### src/rtl/adc0809_scan_sequencer.sv
// ADC0809 scan sequencer: period timer, multi-channel scan, optional
// per-channel averaging, EOC timeout and overrun detection.
module adc0809_scan_sequencer #(
    parameter int NUM_CH        = 2,
    parameter int SAMPLE_PERIOD = 2700,
    parameter int CLK_DIV       = 25,
    parameter int START_CYC     = 4,
    parameter int OE_CYC        = 4,
    parameter int AVG_LOG2      = 0,
    parameter int TIMEOUT       = 4096
) (
    input  logic                  sys_clk,
    input  logic                  rst_n,
    input  logic                  enable,
    input  logic [7:0]            adc_data_in,
    input  logic                  adc_eoc,
    output logic                  adc_clk,
    output logic                  adc_start,
    output logic                  oe,
    output logic                  addr_a,
    output logic                  addr_b,
    output logic                  addr_c,
    output logic [8*NUM_CH-1:0]   ch_data,
    output logic                  ch_valid,
    output logic [2:0]            ch_id,
    output logic                  frame_done,
    output logic                  overrun,
    output logic                  timeout_err
);

    typedef enum logic [2:0] {
        S_IDLE, S_ADDR, S_START, S_WAIT_LO, S_WAIT_HI, S_READ, S_ACC, S_FDONE
    } state_e;

    localparam int NCONV = 1 << AVG_LOG2;

    state_e                 state_q, state_d;
    logic [31:0]            div_q, tmr_q, cnt_q, cnt_d;
    logic                   adc_clk_q;
    logic [1:0]             eoc_sync_q;
    logic                   eoc_s, trigger;
    logic [2:0]             ch_q, ch_d, ch_id_q;
    logic [4:0]             conv_q, conv_d;
    logic [11:0]            acc_q, acc_d, sum;
    logic [7:0]             samp_q, samp_d, wdata;
    logic [NUM_CH-1:0][7:0] data_q;
    logic                   wr_en, adv, to_hit;
    logic                   ch_valid_q, frame_done_q, overrun_q, timeout_q;

    assign eoc_s   = eoc_sync_q[1];
    assign trigger = enable && (tmr_q == 32'(SAMPLE_PERIOD - 1));
    assign sum     = acc_q + {4'd0, samp_q};
    assign wdata   = 8'(sum >> AVG_LOG2);
    assign to_hit  = ((state_q == S_WAIT_LO) || (state_q == S_WAIT_HI)) &&
                     (cnt_q == 32'(TIMEOUT - 1));

    // Free-running ADC clock divider, independent of the scan FSM.
    always_ff @(posedge sys_clk or negedge rst_n) begin
        if (!rst_n) begin
            div_q     <= '0;
            adc_clk_q <= 1'b0;
        end else if (div_q == 32'(CLK_DIV - 1)) begin
            div_q     <= '0;
            adc_clk_q <= ~adc_clk_q;
        end else begin
            div_q <= div_q + 32'd1;
        end
    end

    // Frame period timer; held at zero while disabled, wraps on trigger.
    always_ff @(posedge sys_clk or negedge rst_n) begin
        if (!rst_n)                  tmr_q <= '0;
        else if (!enable || trigger) tmr_q <= '0;
        else                         tmr_q <= tmr_q + 32'd1;
    end

    // Two-flop synchronizer for the asynchronous EOC line.
    always_ff @(posedge sys_clk or negedge rst_n) begin
        if (!rst_n) eoc_sync_q <= 2'b00;
        else        eoc_sync_q <= {eoc_sync_q[0], adc_eoc};
    end

    // Next-state logic; one shared counter times every state, and a
    // channel advance (normal write or timeout) is funnelled through adv.
    always_comb begin
        state_d = state_q;
        cnt_d   = cnt_q;
        ch_d    = ch_q;
        conv_d  = conv_q;
        acc_d   = acc_q;
        samp_d  = samp_q;
        wr_en   = 1'b0;
        adv     = 1'b0;
        case (state_q)
            S_IDLE: if (trigger) begin
                ch_d    = '0;
                acc_d   = '0;
                conv_d  = '0;
                cnt_d   = '0;
                state_d = S_ADDR;
            end
            S_ADDR: if (cnt_q == 32'(2 * CLK_DIV - 1)) begin
                cnt_d   = '0;
                state_d = S_START;
            end else cnt_d = cnt_q + 32'd1;
            S_START: if (cnt_q == 32'(START_CYC - 1)) begin
                cnt_d   = '0;
                state_d = S_WAIT_LO;
            end else cnt_d = cnt_q + 32'd1;
            S_WAIT_LO: if (to_hit) adv = 1'b1;
            else begin
                cnt_d = cnt_q + 32'd1;
                if (!eoc_s) state_d = S_WAIT_HI;
            end
            S_WAIT_HI: if (to_hit) adv = 1'b1;
            else if (eoc_s) begin
                cnt_d   = '0;
                state_d = S_READ;
            end else cnt_d = cnt_q + 32'd1;
            S_READ: if (cnt_q == 32'(OE_CYC - 1)) begin
                samp_d  = adc_data_in;
                cnt_d   = '0;
                state_d = S_ACC;
            end else cnt_d = cnt_q + 32'd1;
            S_ACC: begin
                acc_d  = sum;
                conv_d = conv_q + 5'd1;
                if (conv_d < 5'(NCONV)) state_d = S_ADDR;
                else begin
                    wr_en = 1'b1;
                    adv   = 1'b1;
                end
            end
            S_FDONE: state_d = S_IDLE;
            default: state_d = S_IDLE;
        endcase
        if (adv) begin
            acc_d  = '0;
            conv_d = '0;
            cnt_d  = '0;
            if (ch_q == 3'(NUM_CH - 1)) state_d = S_FDONE;
            else begin
                ch_d    = ch_q + 3'd1;
                state_d = S_ADDR;
            end
        end
    end

    // State, datapath, result registers and sticky error flags.
    always_ff @(posedge sys_clk or negedge rst_n) begin
        if (!rst_n) begin
            state_q      <= S_IDLE;
            cnt_q        <= '0;
            ch_q         <= '0;
            conv_q       <= '0;
            acc_q        <= '0;
            samp_q       <= '0;
            data_q       <= '0;
            ch_valid_q   <= 1'b0;
            ch_id_q      <= '0;
            frame_done_q <= 1'b0;
            overrun_q    <= 1'b0;
            timeout_q    <= 1'b0;
        end else begin
            state_q      <= state_d;
            cnt_q        <= cnt_d;
            ch_q         <= ch_d;
            conv_q       <= conv_d;
            acc_q        <= acc_d;
            samp_q       <= samp_d;
            for (int k = 0; k < NUM_CH; k++)
                if (wr_en && ch_q == 3'(k)) data_q[k] <= wdata;
            ch_valid_q   <= wr_en;
            if (wr_en) ch_id_q <= ch_q;
            frame_done_q <= (state_q == S_FDONE);
            if (trigger && state_q != S_IDLE) overrun_q <= 1'b1;
            if (to_hit) timeout_q <= 1'b1;
        end
    end

    assign adc_clk     = adc_clk_q;
    assign adc_start   = (state_q == S_START);
    assign oe          = (state_q == S_READ);
    assign addr_a      = ch_q[0];
    assign addr_b      = ch_q[1];
    assign addr_c      = ch_q[2];
    assign ch_data     = data_q;
    assign ch_valid    = ch_valid_q;
    assign ch_id       = ch_id_q;
    assign frame_done  = frame_done_q;
    assign overrun     = overrun_q;
    assign timeout_err = timeout_q;

endmodule

### config.mk
export PLATFORM = sky130hd
export DESIGN_NAME = adc0809_scan_sequencer
export DESIGN_NICKNAME = d
export VERILOG_FILES = /design/src/rtl/adc0809_scan_sequencer.sv
export SDC_FILE = /design/constraint.sdc
export NUM_CORES = 1
export LEC_CHECK = 0
export ABC_AREA = 1
export CELL_PAD_IN_SITES_DETAIL_PLACEMENT = 0
export CELL_PAD_IN_SITES_GLOBAL_PLACEMENT = 1
export CORE_MARGIN = 8
export CORE_UTILIZATION = 45
export CTS_CLUSTER_DIAMETER = 30
export DETAILED_ROUTE_END_ITERATION = 10
export PLACE_DENSITY_LB_ADDON = 0.1
export REMOVE_ABC_BUFFERS = 1
export SYNTH_ARGS = -nofsm -noshare
export SYNTH_HDL_FRONTEND = slang
export SYNTH_SLANG_ARGS = --single-unit
### constraint.sdc
create_clock -name sys_clk -period 2.4 [get_ports sys_clk]
set_clock_uncertainty 0.05 [all_clocks]
set_input_delay 0.36 -clock sys_clk [delete_from_list [all_inputs] [get_ports sys_clk]]
set_output_delay 0.36 -clock sys_clk [all_outputs]
set_load 0.02 [all_outputs]
After elaboration in Yosys (flattened, before gate mapping):

Index checks and enable logic that the tools add are counted.

* register bits after elaboration: 153
* latch bits: 0
* RAM bits: 0
* ROM bits: 0
* output and inout port bits: 29
* memories kept: 0

* add/sub/neg operators: 6
* multipliers: 0
* div/mod/pow operators: 0
* order comparisons: 1
* equality and inequality tests: 22
* shift operators: 0
* mux-type cells: 36
* bitwise gates (word level): 1
* reductions and logical operators: 19

Operators with widths (count)
* 32-bit 2-to-1 mux: 9
* 32-bit case mux with 5 select lines: 1
* 32-bit by 1-bit adder with 32-bit output, second input constant: 3
* 32-bit by 12-bit == test with 1-bit output, second input constant: 2
* 3-bit 2-to-1 mux: 15
* 32-bit by 2-bit == test with 1-bit output, second input constant: 1
* 32-bit by 5-bit == test with 1-bit output, second input constant: 1
* 32-bit by 6-bit == test with 1-bit output, second input constant: 1
* 12-bit 2-to-1 mux: 2
* 12-bit case mux with 2 select lines: 1
* 3-bit case mux with 8 select lines: 1
* 3-bit != test, second input constant: 7
* 12-bit by 8-bit adder with 12-bit output: 1
* 3-bit == test, second input constant: 4
* 5-bit 2-to-1 mux: 2
* 5-bit case mux with 2 select lines: 1
* 9-bit AND reduction: 1
* 3-bit by 1-bit == test with 1-bit output, second input constant: 2
* 3-bit by 2-bit == test with 1-bit output, second input constant: 2
* 3-bit zero test: 2
* 3-bit by 1-bit != test with 1-bit output, second input constant: 2
* 3-bit nonzero test: 2
* 6-bit nonzero test: 1
* 5-bit by 1-bit adder with 5-bit output, second input constant: 1
* other kinds (11): 20

Depth between registers and ports, before layout:

Gate-level depths: netlist of run 1.

* depth after elaboration: 7
* gate-level depth with buffers: 13
* depth with buffers taken out: 13

Worst setup path after synthesis of run 1:

OpenSTA, ideal clock, no wires.

* path type: reg2reg
* start point: register state_q[0]
* end point: register cnt_q[27]
* library setup time: 65 ps
* arrival: 1781 ps
* data required time: 2285 ps
* path slack: 504 ps
* stages on the path, launching flop included: 9
* buffers on the path: 1
* cell sequence: dfrtp_1 nor3_1 nor2_1 inv_2 o21ai_2 nand3b_4 buf_4 nand3b_1 nand2_1

* elaborated cells between the ends (all ways): 20

RTL lines
* start, declared: RTL line 37 `state_e state_q, state_d;`
* start signal, assigned: RTL line 165 `state_q <= state_d;`
* 3-bit by 2-bit == test with 1-bit output (*)
* named net adc_start: RTL line 18 `output logic adc_start,`
* 2-bit OR reduction (no source line) (*)
* 32-bit case mux with 5 select lines or 6-bit nonzero test (tied branches)
* 32-bit 2-to-1 mux or 4-bit AND reduction (tied branches)
* end signal, assigned: RTL line 166 `cnt_q <= cnt_d;`
* end, declared: RTL line 38 `logic [31:0] div_q, tmr_q, cnt_q, cnt_d;`

Mark *: on every way through the listed nets, which the timed path passes. The rest lies on a longest branch.
A chain may end at the register's enable or synchronous reset.

Final worst setup path of run 1:

* start point: register cnt_q[0]
* end point: register conv_q[0]

* cells in the longest elaborated chain, start to end: 6
* elaborated cells between the ends (all ways): 8

RTL lines
* 32-bit by 12-bit == test with 1-bit output (*): RTL line 55 `(cnt_q == 32'(TIMEOUT - 1));`
* 1-bit logical AND (*): RTL line 54 `assign to_hit = ((state_q == S_WAIT_LO) || (state_q == S_WAIT_HI)) &&`
* 1-bit 2-to-1 mux (*): RTL line 110, 115
* 1-bit case mux with 2 select lines (*): RTL line 94 `case (state_q)`
* 3-bit != test (no source line) or 3-bit nonzero test (tied branches)
* 2-bit AND reduction (no source line)
* end signal, assigned: RTL line 168 `conv_q <= conv_d;`
* end, declared: RTL line 43 `logic [4:0] conv_q, conv_d;`

Mark *: on every way between the ends. The rest lies on a longest branch, timed or not.

==> results of run 1 <==
==> per-stage QoR <==
| step | instances | worst slack, ns | util [%] | hold slack (ns) | power (mW) |
|---|---|---|---|---|---|
| 2_1_floorplan | 1241 | 0.310 | - | 0.0144 | 2.59 |
| 3_3_place_gp | 1564 | 0.303 | 49.9 | 0.273 | 2.68 |
| 3_5_place_dp | 1564 | 0.271 | 49.9 | 0.272 | 2.68 |
| 4_1_cts | 1595 | 0.0411 | 52.8 | 0.305 | 5.23 |
| 5_1_grt | 1595 | 0.0364 | 52.9 | 0.308 | 5.36 |
| 6_report | 1595 | 0.278 | 52.9 | 0.301 | 5.17 |
==> what timing repair did <==
action,CTS,global route
hold buffers,1,0
buffers inserted,0,0
setup endpoints to repair,1,2
gates resized for setup,1,2
hold endpoints to repair,41,0
==> kinds of logic after synthesis <==
family	after synthesis	synth area share, %
compound gates	79	5.10
buf+inv	170	7.60
fa+ha+maj	17	2.46
xor+xnor	55	5.38
flops	149	41.6
simple gates	788	37.8
==> path summary, 6_finish.rpt <==
| check | cells after the start | endpoint | start | slack (ns) |
|---|---|---|---|---|
| max in group asynchronous | 3 | cnt_q[18]$_DFFE_PN0P_ | rst_n | 1.18 |
| min reg2reg | 0 | eoc_sync_q[1]$_DFF_PN0_ | eoc_sync_q[0]$_DFF_PN0_ | 0.30 |
| max reg2reg | 12 | conv_q[0]$_DFFE_PN0P_ | cnt_q[0]$_DFFE_PN0P_ | 0.28 |
| min in group asynchronous | 2 | tmr_q[6]$_DFF_PN0_ | rst_n | 0.38 |
| max | 12 | conv_q[0]$_DFFE_PN0P_ | cnt_q[0]$_DFFE_PN0P_ | 0.28 |
| min | 0 | eoc_sync_q[1]$_DFF_PN0_ | eoc_sync_q[0]$_DFF_PN0_ | 0.30 |
==> power by group through the flow <==
stage | Clock [mW] | Combinational, mW | Sequential [mW]
CTS | 2.59 | 0.111 | 2.52
floorplan | 0 | 0.0190 | 2.57
detailed placement | 0 | 0.110 | 2.57
global route | 2.71 | 0.124 | 2.52
global placement | 0 | 0.110 | 2.57
finish | 2.54 | 0.106 | 2.52
==> critical path, stage by stage (launching register included) <==
cell	delay [ns]
dfrtp_1	0.51
ha_1	0.22
nand3_1	0.17
inv_2	0.16
nand3_1	0.08
nor2_1	0.13
nand2_2	0.13
nand2_4	0.14
nor2_1	0.06
nand2_2	0.08
nand2_4	0.10
inv_2	0.13
nor2_1	0.05
==> per-layer routing <==
layer	vias up	wire length, um
met5	-	0
met1	3726	11300
met2	116	10300
li1	4135	-
met3	18	843
met4	0	212
==> state kept, by name (all words and copies together), names as in the netlist, 5 cells and up <==
register  cells
conv_q        5
ch_data      16
cnt_q        32
acc_q         8
samp_q        8
div_q        32
tmr_q        32
==> layout make-up <==
type	instances	area, um2	share of cell area (%)
Inverter	153	574	5.56
Clock buffer	22	474	4.59
Sequential cell	149	3730	36.1
Multi-Input combinational cell	939	4550	44.0
Tap cell	265	332	3.21
Timing Repair Buffer	59	589	5.71
Clock inverter	8	77.6	0.752
==> placed cells by master (no fill, tap or decap), types with 3 or more instances in the layout <==
cell	instances
a21oi_1	24
a31oi_1	4
buf_12	3
buf_4	15
clkbuf_16	17
clkbuf_8	3
clkdlybuf4s50_1	37
clkinv_2	3
dfrtp_1	149
ha_1	16
inv_1	148
inv_2	5
nand2_1	399
nand2_2	5
nand3_1	89
nand3b_1	12
nand4_1	42
nor2_1	170
nor2_2	6
nor3_1	42
nor4_1	12
o211ai_1	4
o21a_1	3
o21ai_0	32
o21bai_1	3
xnor2_1	11
xor2_1	44
==> impl_results.md, run 1 <==
* Outcome: finished, final reports clean
* Largest net degree at the start of global routing at 54
* Max IR drop VDD at between 400 and 500 uV
* Via Count at 7,995
* Full die area at 24,700 um2
* Sw power at between 1 and 1.5 mW
* Top Ports at 41
* Global-route usage over all layers at about a fifth
* RSZ-0062 raised after global routing: no
* Post-synth top cells: nand2_1 (399), nor2_1 (171), dfrtp_1 (149), inv_1 (148), nand3_1 (89)
* Die Ht at approximately 160 um
* Main flop type after synthesis: dfrtp_1
* Pre-antenna DRT Iters at 5
* Endpoints failing setup at 0
* Detail Route Antenna Nets at 0
* Max-cap violations at 0
* Cell count after synthesis at between 1,000 and 1,500
* Ratio of cells with drive above 1 in the final layout at between 5 and 6%
* Core area at between 15,000 and 20,000 um2
* Total grt overflow at 0
* FFs w/ async S/R, synth at 100%
* Setup TNS at 0 ns
* Crit Path Class: reg -> reg
* Starting Density at 45.8%
* Leakage power at roughly 5.4 nW
* Worst skew pair latency at roughly 0.43 ns
* Req. time, crit path at ~2.7 ns
* CTS tree: done
* Slew Viols, Final at 0
* I/O Buffers at 40
* Number of clock buffers inserted by TritonCTS at 17
* Clock Path Buffers at 2
* Placed instance area at about 10000 um2
* Met3 GRT Util at 3.65%
* Grt met1 use at a little over a quarter
* Post-synth top area cell: dfrtp_1
* Post-synth EDFFs at 0
* Worst-path clk slew at around 0.06 ns
* Least-Margin Pin Slew at between 0.5 and 0.6 ns
* Library cells used by synthesis at 42
* FMAX at around 470 MHz
* Die Wd at 157 um
* Minimum clock period at approximately 2.1 ns
* Worst setup SP type: register
* Count leader, synth: nand2_1
* Layout area overhead at 15.3%
* Vias in the first global route at 7,685
* Sink Count at between 100 and 150
* Ant. Diodes at 0
* Arr. time, crit path at approximately 2.4 ns
* Post-Syn Area per Cell at ~7.1 um2
* Cell Area, Synth at 8950 um2
* Clock Tree Root: clkbuf_16
* Clock share of power at between 40% and 50%
* Final Instance Area at 10,300 um2
* Initial DRC count at a little over 400
* Seq cells post-synth at around 150
* YS warnings at 0
* Critical Path End Type: register
* Combinational Power Share at ~2.0%
* DRC viols at 0
* Fillers at 2,012
* Sequential area share after synthesis at around two fifths
* Part of the power in registers at 48.8%
* Crit path max fanout at 9
* Pwr/cell area at 501 nW/um2
* Antenna violations before repair at 0
* Final HPWL DP at 17.3 mm
* Switching fraction of total power at a little over a fifth
* Post-layout nets at about 1,300
* GPL Wtd Cong at about 0.87
* CTS H-tree lvls at 4
* Wire per inst at between 10 and 15 um
* Synth top area share at between 40% and 50%
* Post-Route WL at 22.7 mm
* Period utilization at about nine tenths
* Most crowded layer after global routing: met2
* Max_slew headroom at 65.0%
* First-pass GRT wire length at between 30 and 40 mm
* Final Hold Fails at 0
* Leading post-synthesis cells by cell area: dfrtp_1 (42%), nand2_1 (17%), nor2_1 (7.2%)
* FP Rows at between 50 and 60
* Via-to-Cell Ratio at ~5
* HP Class: reg -> reg
* Power Internal at around 4 mW
* Grt met2 use at about a third
No activity file was read; power rests on OpenSTA's default activity.
==> run 2: changes to the inputs <==
--- a/config.mk
+++ b/config.mk
@@ -6,7 +6,7 @@
 export NUM_CORES = 1
 export LEC_CHECK = 0
 export ABC_AREA = 1
-export CELL_PAD_IN_SITES_DETAIL_PLACEMENT = 0
+export CELL_PAD_IN_SITES_DETAIL_PLACEMENT = 1
 export CELL_PAD_IN_SITES_GLOBAL_PLACEMENT = 1
 export CORE_MARGIN = 8
 export CORE_UTILIZATION = 45
==> run 2 against run 1 <==
Net effect:
- first-iteration DRC count rose by 2.7%
- hold slack improved by 0.0025 ns
- register-to-register slack worse by 0.04 ns
- critical endpoint is now state_q[2]$_DFFE_PN0P_
- non-clock buffer count stayed put
- count of clock-buffer cells in the layout is 1 lower
- sequential share of layout area decreased by 0.11 points
- maximum frequency fell by 2.0%
- worst setup slack got worse by 0.044 ns
- sequential power about the same
- critical path depth did not move
- largest power group unchanged
- via count rose by 4.4%
==> impl_results.md, run 2 (synthesis gave the netlist of run 1 again) <==
* Cell Count, Final, Fillers Out at 1,597
* Setup TNS at 0 ns
* First-pass GRT wire length at roughly 44 mm
* Pwr/cell area at just over 500 nW/um2
* HP Class: reg -> reg
* FMAX at around 460 MHz
* Sink Count at ~150
* Crit-path slowest cell: dfrtp_1
* Cells along the critical path: ha_1, nand3_1, inv_2, nand3_1, nor2_1, nand2_2, nand2_4, inv_2, buf_12, nand2_1, nand3_1, nand2_1
* Via-to-Cell Ratio at between 5 and 6
* Worst-path clk slew at roughly 0.060 ns
* Number of clock buffers inserted by TritonCTS at 17
* Crit path max fanout at 22
* Commonest non-fill, non-tap cell in the layout: nand2_1
* Ratio of cells with drive above 1 in the final layout at under 10%
* Worst stage delay on the critical path at just over 0.5 ns
* Max IR drop VDD at roughly 460 uV
* Crit Path Class: reg -> reg
* Total grt overflow at 0
* Largest net degree at the start of global routing at 54
* Via Count at roughly 8,300
* Slew Viols, Final at 0
* Die Wd at about 160 um
* Pre-antenna DRT Iters at 5
* Wire per inst at approximately 16 um
* CTS tree: done
* Post-layout nets at 1,348
* Max_slew headroom at 61.9%
* Dpl cells at about 1,600
* Endpoints failing setup at 0
* FP Rows at 51
* Outcome: finished, final reports clean
* Ant. Diodes at 0
* Clock Path Buffers at 2
* Commonest cells after routing, fill and taps aside: nand2_1 (398), nor2_1 (170), dfrtp_1 (149)
* Req. time, crit path at 2.71 ns
* Leakage power at between 5 and 6 nW
* Full die area at between 20,000 and 25,000 um2
* Period utilization at between 90% and 100%
* Starting Density at 45.8%
* Largest registers: cnt_q: 32 flops, div_q: 32 flops, tmr_q: 32 flops
* Worst setup SP type: register
* Critical Path End Type: register
* Final Hold Fails at 0
* Arr. time, crit path at 2.48 ns
* Hold WS at around 0.30 ns
* Final HPWL DP at 19.6 mm
* Die Ht at approximately 160 um
* Critical Path Most Common Cell: nand3_1
* Max-cap violations at 0
* CTS H-tree lvls at 4
* DRC viols at 0
* Antenna violations before repair at 0
* Least-Margin Pin Slew at approximately 0.57 ns
* Global-route usage over all layers at 22.3%
* Clock Tree Root: clkbuf_16
* Vias in the first global route at about 8,700
* I/O Buffers at 40
* Top Ports at about 40
* Detail Route Antenna Nets at 0
* GPL Wtd Cong at just under 0.9
* Minimum clock period at between 2 and 2.5 ns
* Final Core Density at a little over half
* Post-Route WL at between 20 and 30 mm
* Layout area overhead at 15.7%
* RSZ-0062 raised after global routing: no
* Worst skew pair latency at 0.43 ns
* Initial DRC count at 416
* Core area at 19,500 um2
run 2: cell types whose count changed in the layout (fill, tap and decap cells not counted):
cell | before | now
clkbuf_1 | 2 | 3
nand2_1 | 399 | 398
nand2_4 | 2 | 3
inv_6 | 0 | 1
bufinv_16 | 1 | 2
clkbuf_8 | 3 | 1
clkinvlp_4 | 2 | 4
clkinv_2 | 3 | 2
run 2: critical path, delay by kind of cell (launching register included):
family | cells | cell delay, ns
adders and majority gates | 1 | 0.22
buffers and inverters | 3 | 0.39
DFF | 1 | 0.51
and+or+nand+nor | 8 | 0.93
run 2: path summary, 6_finish.rpt:
path | startpoint | end | slack (ns) | cells after the start
setup reg to reg | cnt_q[0]$_DFFE_PN0P_ | state_q[2]$_DFFE_PN0P_ | 0.23 | 12
hold / removal | eoc_sync_q[0]$_DFF_PN0_ | eoc_sync_q[1]$_DFF_PN0_ | 0.30 | 0
setup / recovery | cnt_q[0]$_DFFE_PN0P_ | state_q[2]$_DFFE_PN0P_ | 0.23 | 12
max in group asynchronous | rst_n | eoc_sync_q[1]$_DFF_PN0_ | 1.18 | 3
min in group asynchronous | rst_n | tmr_q[6]$_DFF_PN0_ | 0.38 | 2
hold reg to reg | eoc_sync_q[0]$_DFF_PN0_ | eoc_sync_q[1]$_DFF_PN0_ | 0.30 | 0
run 2: power breakdown:
| group | internal, mW | leakage (nW) | total [mW] | switching, mW |
|---|---|---|---|---|
| clock network | 1.56 | 0.270 | 2.67 | 1.11 |
| logic | 0.0306 | 3.42 | 0.108 | 0.0777 |
| registers | 2.52 | 1.77 | 2.52 | 0.00401 |
| total | 4.11 | 5.46 | 5.30 | 1.19 |
run 2: through the flow:
step	cell area, um2	total power, mW	setup WS (ns)
floorplan	8850	2.59	0.310
global placement	9750	2.68	0.303
detailed placement	9750	2.68	0.243
CTS	10300	5.36	0.0354
global route	10400	5.47	0.0346
finish	10400	5.30	0.234
run 2: layer usage:
layer | vias up | wire (um) | share of wire (%) | global-route usage, %
met5 | - | 0 | 0 | 0
met4 | 0 | 275 | 1.1 | 5.58
met1 | 4092 | 12200 | 47 | 28.8
met2 | 89 | 12700 | 49 | 38.0
li1 | 4138 | - | - | -
met3 | 24 | 712 | 2.7 | 3.78
run 2: final cells by class:
cell class | count | area [um2]
clock buffers | 21 | 450
clock inverters | 11 | 126
repair buffers | 59 | 589
multi-input cells | 939 | 4550
inverters | 153 | 574
flip-flops and latches | 149 | 3730
well taps | 265 | 332
fillers | 2568 | 9170
run 2: timing repair:
action                                 CTS  global route
endpoints found under the hold margin   41             0
buffers inserted                         0             0
setup endpoints to repair                1             4
hold buffers                             1             0
pin swaps                                0             0
resized for setup                        1             4
